[src/rtl/ls_ex_queue_pkg.sv]
// ls_ex_queue shared types: opcodes, FSM states, mc flags and size codes.
package ls_ex_queue_pkg;

  localparam int OPW = 6;

  typedef enum logic [OPW-1:0] {
    OP_NOP = 6'd0,
    OP_LB  = 6'd1,
    OP_LH  = 6'd2,
    OP_LW  = 6'd3,
    OP_LBU = 6'd4,
    OP_LHU = 6'd5,
    OP_SB  = 6'd6,
    OP_SH  = 6'd7,
    OP_SW  = 6'd8
  } openum_e;

  typedef enum logic [1:0] {
    S_IDLE,
    S_WAIT,
    S_DRAIN
  } ls_state_e;

  localparam logic FLAG_READ  = 1'b0;
  localparam logic FLAG_WRITE = 1'b1;

  localparam logic [2:0] SZ_B = 3'd1;
  localparam logic [2:0] SZ_H = 3'd2;
  localparam logic [2:0] SZ_W = 3'd4;

  function automatic logic is_load(input openum_e op);
    return op inside {OP_LB, OP_LH, OP_LW, OP_LBU, OP_LHU};
  endfunction

  function automatic logic [2:0] op_size(input openum_e op);
    case (op)
      OP_LB, OP_LBU, OP_SB: return SZ_B;
      OP_LH, OP_LHU, OP_SH: return SZ_H;
      default:              return SZ_W;
    endcase
  endfunction

  function automatic logic misaligned(input openum_e op,
                                      input logic [1:0] a);
    case (op)
      OP_LH, OP_LHU, OP_SH: return a[0];
      OP_LW, OP_SW:         return |a;
      default:              return 1'b0;
    endcase
  endfunction

endpackage

[src/rtl/ls_ex_fifo.sv]
// ls_ex_fifo: in-order circular buffer of memory ops with per-entry kill bits.
module ls_ex_fifo
  import ls_ex_queue_pkg::*;
#(
  parameter int ADDR_W = 32,
  parameter int DATA_W = 32,
  parameter int TAG_W  = 4,
  parameter int QDEPTH = 4
) (
  input  logic              clk,
  input  logic              rst,
  input  logic              i_rdy,
  input  logic              i_push,
  input  logic              i_pop,
  input  logic              i_kill_loads,
  input  openum_e           i_op,
  input  logic [ADDR_W-1:0] i_addr,
  input  logic [DATA_W-1:0] i_data,
  input  logic [TAG_W-1:0]  i_tag,
  output logic              o_full,
  output logic              o_empty,
  output openum_e           o_op,
  output logic [ADDR_W-1:0] o_addr,
  output logic [DATA_W-1:0] o_data,
  output logic [TAG_W-1:0]  o_tag,
  output logic              o_kill
);

  localparam int PW = $clog2(QDEPTH);
  localparam int CW = PW + 1;

  openum_e           r_op   [QDEPTH];
  logic [ADDR_W-1:0] r_addr [QDEPTH];
  logic [DATA_W-1:0] r_data [QDEPTH];
  logic [TAG_W-1:0]  r_tag  [QDEPTH];
  logic [QDEPTH-1:0] r_kill;
  logic [PW-1:0]     r_wptr;
  logic [PW-1:0]     r_rptr;
  logic [CW-1:0]     r_cnt;

  assign o_full  = (r_cnt == CW'(QDEPTH));
  assign o_empty = (r_cnt == '0);
  assign o_op    = r_op[r_rptr];
  assign o_addr  = r_addr[r_rptr];
  assign o_data  = r_data[r_rptr];
  assign o_tag   = r_tag[r_rptr];
  assign o_kill  = r_kill[r_rptr];

  always_ff @(posedge clk) begin
    if (i_rdy && i_push) begin
      r_op[r_wptr]   <= i_op;
      r_addr[r_wptr] <= i_addr;
      r_data[r_wptr] <= i_data;
      r_tag[r_wptr]  <= i_tag;
    end
  end

  always_ff @(posedge clk or negedge rst) begin
    if (!rst) begin
      r_wptr <= '0;
      r_rptr <= '0;
      r_cnt  <= '0;
      r_kill <= '0;
    end else if (i_rdy) begin
      if (i_push) r_wptr <= r_wptr + PW'(1);
      if (i_pop)  r_rptr <= r_rptr + PW'(1);
      case ({i_push, i_pop})
        2'b10:   r_cnt <= r_cnt + CW'(1);
        2'b01:   r_cnt <= r_cnt - CW'(1);
        default: r_cnt <= r_cnt;
      endcase
      for (int i = 0; i < QDEPTH; i++) begin
        if (i_kill_loads && is_load(r_op[i])) r_kill[i] <= 1'b1;
      end
      // The write slot is free, so a fresh entry always starts live.
      if (i_push) r_kill[r_wptr] <= 1'b0;
    end
  end

endmodule

[src/rtl/ls_ex_queue.sv]
// ls_ex_queue: in-order load/store issue to mc with tagged CDB results.
// Optional LS_EX_MISALIGN_CHECK_EN pops misaligned heads as faults.
module ls_ex_queue
  import ls_ex_queue_pkg::*;
#(
  parameter int ADDR_W   = 32,
  parameter int DATA_W   = 32,
  parameter int TAG_W    = 4,
  parameter int QDEPTH   = 4,
  parameter int OPENUM_W = 6
) (
  input  logic                clk,
  input  logic                rst,
  input  logic                rdy,
  input  logic                ena,
  input  logic [OPENUM_W-1:0] openum,
  input  logic [ADDR_W-1:0]   mem_addr,
  input  logic [DATA_W-1:0]   store_value,
  input  logic [TAG_W-1:0]    rob_tag,
  output logic                busy_to_lsb,
  output logic                ena_to_mc,
  output logic [ADDR_W-1:0]   addr_to_mc,
  output logic [DATA_W-1:0]   data_to_mc,
  output logic                wr_flag_to_mc,
  output logic [2:0]          size_to_mc,
  input  logic                ok_flag_from_mc,
  input  logic [DATA_W-1:0]   data_from_mc,
  output logic                valid,
  output logic [DATA_W-1:0]   result,
  output logic [TAG_W-1:0]    result_tag,
  output logic                misalign_fault,
  input  logic                commit_jump_flag_from_rob
);

  openum_e           w_op;
  openum_e           w_hop;
  openum_e           r_op;
  ls_state_e         r_state;
  logic              w_flush;
  logic              w_full;
  logic              w_empty;
  logic              w_hkill;
  logic              w_dead;
  logic              w_push;
  logic              w_pop;
  logic              w_mis;
  logic              r_fault;
  logic [ADDR_W-1:0] w_haddr;
  logic [DATA_W-1:0] w_hdata;
  logic [DATA_W-1:0] w_ext;
  logic [TAG_W-1:0]  w_htag;
  logic [TAG_W-1:0]  r_tag;

  assign w_op        = openum_e'(openum[OPW-1:0]);
  assign w_flush     = commit_jump_flag_from_rob;
  assign busy_to_lsb = w_full;
  assign w_push      = ena && (w_op != OP_NOP) && !w_full
                    && !(w_flush && is_load(w_op));
  assign w_pop       = rdy && (r_state == S_IDLE) && !w_empty;
  // A load reaching the head on a flush cycle is dead too.
  assign w_dead      = w_hkill || (w_flush && is_load(w_hop));
  assign misalign_fault = r_fault;

`ifdef LS_EX_MISALIGN_CHECK_EN
  assign w_mis = misaligned(w_hop, w_haddr[1:0]);
`else
  assign w_mis = 1'b0;
`endif

  ls_ex_fifo #(
    .ADDR_W (ADDR_W),
    .DATA_W (DATA_W),
    .TAG_W  (TAG_W),
    .QDEPTH (QDEPTH)
  ) u_fifo (
    .clk          (clk),
    .rst          (rst),
    .i_rdy        (rdy),
    .i_push       (w_push),
    .i_pop        (w_pop),
    .i_kill_loads (w_flush),
    .i_op         (w_op),
    .i_addr       (mem_addr),
    .i_data       (store_value),
    .i_tag        (rob_tag),
    .o_full       (w_full),
    .o_empty      (w_empty),
    .o_op         (w_hop),
    .o_addr       (w_haddr),
    .o_data       (w_hdata),
    .o_tag        (w_htag),
    .o_kill       (w_hkill)
  );

  always_comb begin
    w_ext = data_from_mc;
    unique case (1'b1)
      (r_op == OP_LB):
        w_ext = {{(DATA_W-8){data_from_mc[7]}}, data_from_mc[7:0]};
      (r_op == OP_LH):
        w_ext = {{(DATA_W-16){data_from_mc[15]}}, data_from_mc[15:0]};
      (r_op == OP_LBU):
        w_ext = {{(DATA_W-8){1'b0}}, data_from_mc[7:0]};
      (r_op == OP_LHU):
        w_ext = {{(DATA_W-16){1'b0}}, data_from_mc[15:0]};
      default: w_ext = data_from_mc;
    endcase
  end

  always_ff @(posedge clk or negedge rst) begin
    if (!rst) begin
      r_state       <= S_IDLE;
      r_op          <= OP_NOP;
      r_tag         <= '0;
      r_fault       <= 1'b0;
      ena_to_mc     <= 1'b0;
      addr_to_mc    <= '0;
      data_to_mc    <= '0;
      wr_flag_to_mc <= FLAG_READ;
      size_to_mc    <= '0;
      valid         <= 1'b0;
      result        <= '0;
      result_tag    <= '0;
    end else if (rdy) begin
      ena_to_mc <= 1'b0;
      valid     <= 1'b0;
      r_fault   <= 1'b0;
      case (r_state)
        S_IDLE: begin
          if (!w_empty && !w_dead) begin
            if (w_mis) begin
              r_fault <= 1'b1;
              if (is_load(w_hop)) begin
                valid      <= 1'b1;
                result     <= '0;
                result_tag <= w_htag;
              end
            end else begin
              ena_to_mc     <= 1'b1;
              addr_to_mc    <= w_haddr;
              data_to_mc    <= w_hdata;
              wr_flag_to_mc <= is_load(w_hop) ? FLAG_READ : FLAG_WRITE;
              size_to_mc    <= op_size(w_hop);
              r_op          <= w_hop;
              r_tag         <= w_htag;
              r_state       <= S_WAIT;
            end
          end
        end
        S_WAIT: begin
          if (ok_flag_from_mc) begin
            r_state <= S_IDLE;
            if (is_load(r_op) && !w_flush) begin
              valid      <= 1'b1;
              result     <= w_ext;
              result_tag <= r_tag;
            end
          end else if (w_flush && is_load(r_op)) begin
            r_state <= S_DRAIN;
          end
        end
        S_DRAIN: begin
          if (ok_flag_from_mc) r_state <= S_IDLE;
        end
        default: r_state <= S_IDLE;
      endcase
    end
  end

endmodule
[config.mk]
export PLATFORM = sky130hd
export DESIGN_NAME = ls_ex_queue
export DESIGN_NICKNAME = d
export VERILOG_FILES = /design/src/rtl/ls_ex_queue_pkg.sv /design/src/rtl/ls_ex_fifo.sv /design/src/rtl/ls_ex_queue.sv
export SDC_FILE = /design/constraint.sdc
export NUM_CORES = 1
export LEC_CHECK = 0
export ABC_CLOCK_PERIOD_IN_PS = 4019
export CORE_ASPECT_RATIO = 0.8
export CORE_UTILIZATION = 55
export CTS_CLUSTER_DIAMETER = 80
export CTS_CLUSTER_SIZE = 25
export DETAILED_ROUTE_END_ITERATION = 16
export PLACE_DENSITY = 0.8
export SLEW_MARGIN = 40
export SYNTH_ARGS = -nofsm -noshare
export SYNTH_HDL_FRONTEND = slang
export SYNTH_SLANG_ARGS = --single-unit
[constraint.sdc]
create_clock -name clk -period 4.02 [get_ports clk]
set_input_delay 0.402 -clock clk [delete_from_list [all_inputs] [get_ports clk]]
set_output_delay 0.402 -clock clk [all_outputs]
set_load 0.005 [all_outputs]
==> results_dict.tcl <==
set metrics [dict create \
    status "finished clean" \
    numPortBuffers 218 \
    cts_hold_buffers 1 \
    synth_cells 798 \
    ys.warnings.count 0 \
    wire_per_inst_um 22.4 \
    ys_seq_area_frac 0.744 \
    async_flop_share 0.304 \
    min_path_type "input port to flip-flop" \
    multiInputGateArea_um2 3960 \
    ys_ff_latch 425 \
    fillers 1847 \
    synth_fp_nets 916 \
    area_growth_pct 20.1 \
    clkLatencyLatePin_ns 0.53 \
    drc_errors 0 \
    max_freq_mhz 322 \
    drive_above_1_share 0.205 \
    fin_crit_sh 0.773 \
    synth_top_family_by_area "multiplexers" \
    final-hold-violation-count 0 \
    grt_max_degree 82 \
    peakVddDrop_v 0.000429 \
    yosys.area_share.simple 0.0240 \
    drt_iter0_drc 504 \
    final_cell_mix "296 x edfxtp_1, 217 x clkdlybuf4s50_1, 127 x dfrtp_1" \
    ys_types 46 \
    cp-end-kind "flip-flop" \
    die_area_um2 30300 \
    r2r_slack_ns 0.91 \
    dr.pass1.iters 5 \
    cts-root-buf "clkbuf_16" \
    fin_setup_tns_ns 0 \
    cts_tree "yes" \
    synth_fa_ha_area_frac 0.00507 \
    yosysTopAreaCellShare 0.546 \
    rows 55 \
    synth_area_leaders "edfxtp_1 55%, dfrtp_1 20%, mux4_2 10%" \
    cts_resized 0 \
    antenna_found_initial 2 \
    synth_area_per_cell_um2 20.4 \
    grt_pass1_vias 8423 \
    totalWireLength_um 31600 \
    cpPeakStageDelay_ns 0.79 \
    io-pin-count 220 \
    dieHeight_um 156 \
    viasPerCell 5.76 \
    synthFlopType "edfxtp_1" \
    power.leakage_nw 6.98 \
    initial_core_util 0.568 \
    period_minus_slack_ns 3.11 \
    core_um2 28700 \
    whs_ns 0.428 \
    ant_nets 0 \
    cts_buffer_depth 3 \
    startpoint "u_fifo.r_rptr[1]" \
    grt_overflow 0 \
    power.density_nw_per_um2 671 \
    r2r-start "u_fifo.r_rptr[1]" \
    worstPathMaxFanout 35 \
    cp-start-kind "flip-flop" \
    htreeDepth 1 \
    synth_area_leader_cell "edfxtp_1" \
    cp_cell_sequence "mux4_2 > nor3_1 > o31a_2 > buf_12 > mux2_4" \
    setup_viol 0 \
    post_cts_buffers 0 \
    cp_slowest_cell "dfrtp_4" \
    vias 8111 \
    layout_commonest_cell "edfxtp_1" \
    muxShareOfSynthArea 0.178 \
    power.total_mw 13.1 \
    synth_edf_count 296 \
    finClkSkew_ns 0.0130 \
    critical_path_required_ns 4.43 \
    chipWidth_um 194 \
    gp_congestion 0.814 \
    synth_area_um2 16300 \
    seqCellArea_um2 12100 \
    slew_headroom 0.517 \
    worst_slew_pin_slew_ns 0.724 \
    grtUsageTotal 0.211 \
    cts.sinks 425 \
    timing_worst_setup_path_type "flip-flop to flip-flop" \
    synth-xor-area-share 0.00376 \
    hpwl_um 19800 \
    numCtsBuffers 20 \
    rsz0062_at_grt "false" \
    maxCapViolCount 0 \
    slew_violations 0 \
    synth_compound_area_frac 0.0303 \
    arrival_ns 3.52 \
    min_from "data_from_mc[8]" \
    nets 1143 \
    clk_pin_slew_ns 0.10 \
    grt_pass1_wl_um 48500 \
]
## critical path: cells and delay by family, from the launching register on
family / cells / cell delay, ns
flops: 1 / 0.79
mux: 2 / 0.75
compound gates: 1 / 0.63
simple gates: 1 / 0.48
buf+inv: 1 / 0.30
## logic make-up (layout without fill, tap and decap cells)
group / after synthesis / in the layout
adder cells (fa/ha/maj): 6 / 6
AO/OA/AOI/OAI: 80 / 80
buffers and inverters: 42 / 282
AND/OR/NAND/NOR: 77 / 77
other: 1 / 2
multiplexers: 160 / 160
XOR/XNOR: 7 / 7
flip-flops: 425 / 425
## metal layers
metal / wire, µm / vias up / track usage
li1: - / 3605 / -
met1: 13800 / 4203 / 0.305
met2: 15300 / 267 / 0.342
met3: 2050 / 34 / 0.0432
met4: 436 / 2 / 0.0348
met5: 10 / - / 0
## sequential cells by signal, indices dropped and copies added, names as in the netlist, 3 cells and up
register and flops:
u_fifo.r_cnt 3, result_tag 4, u_fifo.r_tag 16, u_fifo.r_kill 4, size_to_mc 3, u_fifo.r_addr 128
r_tag 4, addr_to_mc 32, data_to_mc 32, u_fifo.r_data 128, result 32, u_fifo.r_op 24
r_op 6
## power by group
| group | switching (mW) | total, mW | internal, mW |
|---|---|---|---|
| clock | 1.27 | 2.26 | 0.990 |
| combinational | 1.77 | 4.62 | 2.85 |
| sequential | 0.606 | 6.26 | 5.66 |
## synthesized netlist by cell type, types with 2 or more instances
master,number
a211oi_1,2
a21o_1,4
a21oi_1,29
a22o_1,3
a2bb2oi_1,8
and2_1,4
buf_1,2
buf_6,10
clkbuf_1,21
dfrtp_1,129
edfxtp_1,296
ha_1,5
inv_1,8
mux2_2,17
mux2_4,68
mux4_2,75
nand2_1,31
nand2b_1,2
nand3_1,2
nand3b_1,4
nor2_1,7
nor3_1,10
nor3b_1,3
nor4_1,4
o21ai_0,24
or3_1,5
xnor2_1,4
xor2_1,3
## final timing paths
| kind | endpoint | depth (start not counted) |
|---|---|---|
| max in group asynchronous | addr_to_mc[8] | 3 |
| hold reg to reg | result[21] | 2 |
| setup / recovery | addr_to_mc[17] | 5 |
| setup reg to reg | addr_to_mc[17] | 5 |
| hold / removal | result[8] | 3 |
| min in group asynchronous | data_to_mc[25] | 2 |
## area by class of cell
class	count	share of cell area
Inverter	8	0.00153
Clock buffer	35	0.0295
Antenna cell	1	0.000128
Tap cell	370	0.0237
Sequential cell	425	0.620
Multi-Input combinational cell	331	0.202
Timing Repair Buffer	239	0.123
## per-stage QoR
stage	utilization	setup slack, ns	cells	instance area [µm²]
6_report	0.682	0.914	1409	19600
5_1_grt	0.682	0.783	1408	19600
4_1_cts	0.682	0.914	1408	19600
3_5_place_dp	0.661	0.636	1372	19000
3_3_place_gp	0.661	0.744	1372	19000
2_1_floorplan	-	0.388	798	16300
Note: power is estimated with default switching activity, not from simulation.
